===== config.mk =====
export PLATFORM = sky130hd
export DESIGN_NAME = seg_scan_capture
export DESIGN_NICKNAME = d
export VERILOG_FILES = /design/src/rtl/seg_scan_capture.sv
export SDC_FILE = /design/constraint.sdc
export NUM_CORES = 1
export LEC_CHECK = 0
export CORE_MARGIN = 5
export CORE_UTILIZATION = 51
export CTS_CLUSTER_SIZE = 20
export DETAILED_ROUTE_END_ITERATION = 6
export PLACE_DENSITY = 0.78
export SYNTH_ARGS = -nofsm -noshare
export SYNTH_HDL_FRONTEND = slang
export SYNTH_SLANG_ARGS = --single-unit

===== constraint.sdc =====
create_clock -name clk -period 5.1 [get_ports clk]
set_input_delay 1.53 -clock clk [delete_from_list [all_inputs] [get_ports clk]]
set_output_delay 1.53 -clock clk [all_outputs]
set_load 0.05 [all_outputs]

===== src/rtl/seg_scan_capture.sv =====
// seg_scan_capture: samples a scanned 7-segment bus (segment pattern plus
// one-hot digit select), waits for a run of identical samples, then decodes
// the pattern back to its 3-bit code and stores it per digit position.
module seg_scan_capture #(
   parameter int unsigned DIGITS        = 8,
   parameter int unsigned STABLE_CYCLES = 4
) (
   input  logic                  clk,
   input  logic                  rst,
   input  logic [8:0]            seg_led,
   input  logic [DIGITS-1:0]     dig_sel,
   input  logic                  clr,
   output logic [3*DIGITS-1:0]   code_out,
   output logic [DIGITS-1:0]     valid,
   output logic [DIGITS-1:0]     err,
   output logic                  frame_done
);

   localparam int unsigned SW        = DIGITS + 7;
   localparam logic [3:0]  STABLE    = 4'(STABLE_CYCLES);
   localparam logic [3:0]  STABLE_M1 = 4'(STABLE_CYCLES - 1);

   // Sample is {dig_sel, seg_led[6:0]}; prev holds the sample one edge older
   logic [SW-1:0]         samp_q, samp_d;
   logic [SW-1:0]         prev_q, prev_d;
   logic [3:0]            cnt_q, cnt_d;
   logic [3*DIGITS-1:0]   code_q, code_d;
   logic [DIGITS-1:0]     valid_q, valid_d;
   logic [DIGITS-1:0]     err_q, err_d;
   logic                  frame_q, frame_d;
   logic                  fired_q, fired_d;

   logic                  wipe;
   logic                  sel_onehot;
   logic                  same;
   logic                  commit;
   logic [3:0]            dec;

   // Maps a segment pattern to {recognised, code}
   function automatic logic [3:0] decode(input logic [6:0] s);
      logic [3:0] r;
      case (s)
         7'h3f:   r = 4'b1_000;
         7'h06:   r = 4'b1_001;
         7'h5b:   r = 4'b1_010;
         7'h4f:   r = 4'b1_011;
         7'h66:   r = 4'b1_100;
         7'h6d:   r = 4'b1_101;
         7'h7d:   r = 4'b1_110;
         7'h07:   r = 4'b1_111;
         default: r = 4'b0_000;
      endcase
      return r;
   endfunction

   assign wipe       = rst | clr;
   assign sel_onehot = $onehot(samp_q[SW-1:7]);
   assign same       = (samp_q == prev_q);
   assign dec        = decode(samp_q[6:0]);

   // The counter judges the registered sample against the one before it, so
   // the commit edge is one edge after the last required input sample.
   assign commit     = !wipe && sel_onehot && same && (cnt_q == STABLE_M1);

   // Input sample pipeline (seg_led[8:7] dropped)
   always_comb begin
      samp_d = {dig_sel, seg_led[6:0]};
      prev_d = samp_q;
      if (wipe) begin
         samp_d = '0;
         prev_d = '0;
      end
   end

   // Stability counter, saturating at STABLE_CYCLES
   always_comb begin
      cnt_d = cnt_q;
      if (wipe || !sel_onehot) begin
         cnt_d = '0;
      end else if (same) begin
         cnt_d = (cnt_q >= STABLE) ? STABLE : cnt_q + 4'd1;
      end else begin
         cnt_d = 4'd1;
      end
   end

   // Per-digit capture on commit, and one-shot frame-complete pulse
   always_comb begin
      code_d  = code_q;
      valid_d = valid_q;
      err_d   = err_q;
      frame_d = (&valid_q) && !fired_q;
      fired_d = fired_q | (&valid_q);
      if (commit) begin
         for (int unsigned i = 0; i < DIGITS; i++) begin
            if (samp_q[7+i]) begin
               if (dec[3]) begin
                  code_d[3*i +: 3] = dec[2:0];
                  valid_d[i]       = 1'b1;
                  err_d[i]         = 1'b0;
               end else begin
                  err_d[i]         = 1'b1;
               end
            end
         end
      end
      if (wipe) begin
         code_d  = '0;
         valid_d = '0;
         err_d   = '0;
         frame_d = 1'b0;
         fired_d = 1'b0;
      end
   end

   // State registers (clearing is folded into the _d logic above)
   always_ff @(posedge clk) begin
      samp_q  <= samp_d;
      prev_q  <= prev_d;
      cnt_q   <= cnt_d;
      code_q  <= code_d;
      valid_q <= valid_d;
      err_q   <= err_d;
      frame_q <= frame_d;
      fired_q <= fired_d;
   end

   assign code_out   = code_q;
   assign valid      = valid_q;
   assign err        = err_q;
   assign frame_done = frame_q;

endmodule


==> flow_summary_export.csv <==
group,metric,value,unit
sta,relSlewSlack,0.427,
synth,synth_ff_type,"dfxtp_1",
flow_run,drv_cap,0,
cts,htree_levels,3,
die,dieWidth,89.4,microns
drt,ant_nets,0,
synth,syn_inst,312,
place,place_congestion,0.858,
die,core_area,6240,sq um
cts,tritoncts,"yes",
power,p_per_area,291,nW/um^2
sta,fin_crit_sh,0.885,
global_routing,first_global_vias,2220,
synth,yosys.area.top_type,"dfxtp_1",
power,vdd_drop_max,249,uV
synth,synth-async-reset-ratio,0,
global_routing,grt_pass1_wl,11.0,mm
synth,synth_area_leaders,"dfxtp_1 47%, mux2i_1 7.5%, and2_1 6.0%",
cts,cts_buffers,9,
power,total_power,1.17,mW
sta,hold_violations,0,
critical_path,start_kind,"flop",
critical_path,crit_arrival,4.74,ns
cts,cts_hold_buf,0,
die,die_area,8000,sq um
critical_path,crit_chain,"inv_1, fa_1, fa_1, fa_1, inv_1, ha_1, inv_1, fa_1, a211oi_1, mux2_2, and4_1, o2111ai_2, a22o_1",
synth,netlist_area,3220,sq um
cts,cts_setup_buffers,0,
sta,fin_ws,0.588,ns
global_routing,antenna_found_initial,0,
drt,drt_iter0_markers,99,
final_layout,final_cell_mix,"76 x dfxtp_1, 58 x clkdlybuf4s50_1, 32 x nand2_1, 31 x and2_1, 24 x mux2i_1",
critical_path,end_kind,"flop",
die,die_h,89.4,microns
final_layout,design_area,4010,sq um
place,hpwlAfterDp,4.86,mm
sta,rsz0062_at_grt,"false",
die,rows,29,
critical_path,cp_slowest_cell,"and4_1",
place,placedInstanceArea,3800,sq um
final_layout,area_growth,24.7,%
final_layout,final_util,0.643,
die,start_util,0.516,
sta,period_needed,4.51,ns
place,post-place-ws,0.651,ns
synth,yosysSeqAreaShare,0.473,
drt,drc,0,
sta,setup_tns,0,ns
critical_path,worstSetupPathType,"flop to flop",
cts,clkTransAtPathRegs,0.08,ns
cts,clock_latency,0.34,ns
final_layout,drive_above_1_share,0.0946,
sta,setup_viol_count_final,0,
sta,skew,0.0177,ns
place,port_buffers,58,
cts,cts-root-buf,"clkbuf_8",
sta,slew_violations,0,
synth,synth_warnings,0,
final_layout,final_common_cell,"dfxtp_1",
global_routing,gr-total-overflow,0,
cts,cts_num_sinks,76,
critical_path,crit_top_cell,"fa_1",
critical_path,crit_fanout,15,
synth,ys_types,47,
synth,syn_nets,340,
cts,post_cts_resized,0,
die,ios,61,
cts,clk_path_buf_depth,2,
drt,dr_total_vias,2319,
critical_path,cp_slowest_stage_delay,0.63,ns
synth,synth_edf_count,0,
synth,avgSynthCellArea,10.3,sq um
sta,worst_pin_slew,0.859,ns
drt,wl_per_cell,15.2,microns
synth,synth_seq_cells,76,
global_routing,grt_max_degree,60,
drt,vias_per_cell,5.19,
critical_path,cp_data_required_time,5.33,ns
run_status,status,"complete, no violations",
hold_path,hold_path.class,"flop to flop",
synth,synth_top_area_frac,0.473,
power,power_leakage,1.69,nW
final_layout,diodes,0,
drt,wirelength,6.81,mm
global_routing,grtUsageTotal,0.182,
final_layout,nNetsFinal,394,
drt,firstDrtPassIters,4,
sta,fmax,222,MHz
[kinds of logic (layout without fill, tap and decap cells)]
family	after synthesis	count (layout)	share of synthesized area
other cells	1	1	0.00117
mux	25	25	0.0781
buf+inv	39	97	0.0626
flops	76	76	0.473
compound gates	31	31	0.0995
xor+xnor	18	18	0.0490
fa+ha+maj	8	8	0.0404
simple gates	114	114	0.196
[flip-flops by register name, indices dropped and copies added, names as in the netlist]
signal      count
cnt_q           4
code_out       24
err             8
fired_q         1
frame_done      1
prev_q         15
samp_q         15
valid           8
[synth_stat cells, drive strengths merged, types with 3 or more instances]
| cell type | instances |
|---|---|
| o21ai | 4 |
| and3 | 3 |
| o2111ai | 8 |
| nand2 | 32 |
| nor3 | 4 |
| ha | 4 |
| fa | 4 |
| inv | 21 |
| nor2 | 13 |
| a21oi | 7 |
| xnor2 | 5 |
| xor2 | 13 |
| or3 | 3 |
| nor4 | 3 |
| dfxtp | 76 |
| and2 | 31 |
| mux2i | 24 |
| clkbuf | 8 |
| a22o | 8 |
| buf | 10 |
| nand4 | 3 |
| nand3 | 11 |
[metrics by stage]
step	hold WS [ns]	cells
after floorplan	0.392	312
after global placement	0.399	432
after detailed placement	0.420	432
after CTS	0.432	447
after global routing	0.444	447
final	0.430	447
[power by group]
part	internal (mW)	total (mW)	switching, mW
clock network	0.274	0.488	0.215
logic	0.0324	0.0657	0.0333
registers	0.601	0.613	0.0116
[routing by layer]
layer | wire length [microns] | GRT usage | vias to the layer above
met2 | 3180 | 0.286 | 57
met4 | 114 | 0.0744 | 0
met1 | 3190 | 0.249 | 1096
li1 | - | - | 1155
met3 | 322 | 0.0295 | 11
met5 | 0 | 0 | -
[worst max-delay path, delay by kind of cell, from the launching register on]
| kind | cells | cell delay [ns] |
|---|---|---|
| flip-flops | 1 | 0.48 |
| multiplexers | 1 | 0.19 |
| buffers and inverters | 3 | 0.24 |
| AND/OR/NAND/NOR | 1 | 0.63 |
| AO/OA/AOI/OAI | 3 | 0.95 |
| adder cells (fa/ha/maj) | 5 | 1.91 |
[worst paths after layout]
kind	startpoint	end	slack (ns)	depth (start not counted)
worst max-delay path	samp_q[10]	code_out[2]	0.59	13
worst min-delay path	fired_q	frame_done	0.43	1
worst max register to register	samp_q[10]	code_out[2]	0.59	13
worst min register to register	fired_q	frame_done	0.43	1
[layout make-up]
cell class                 count  area (sq um)
clock buffer                   9           124
clock inverter                 6          87.6
fill                         512          2230
inverter                      21          78.8
multi-input combinational    197          1500
sequential                    76          1520
tap                           77          96.3
timing repair buffer          61           603
Note: power is estimated with default switching activity, not from simulation.
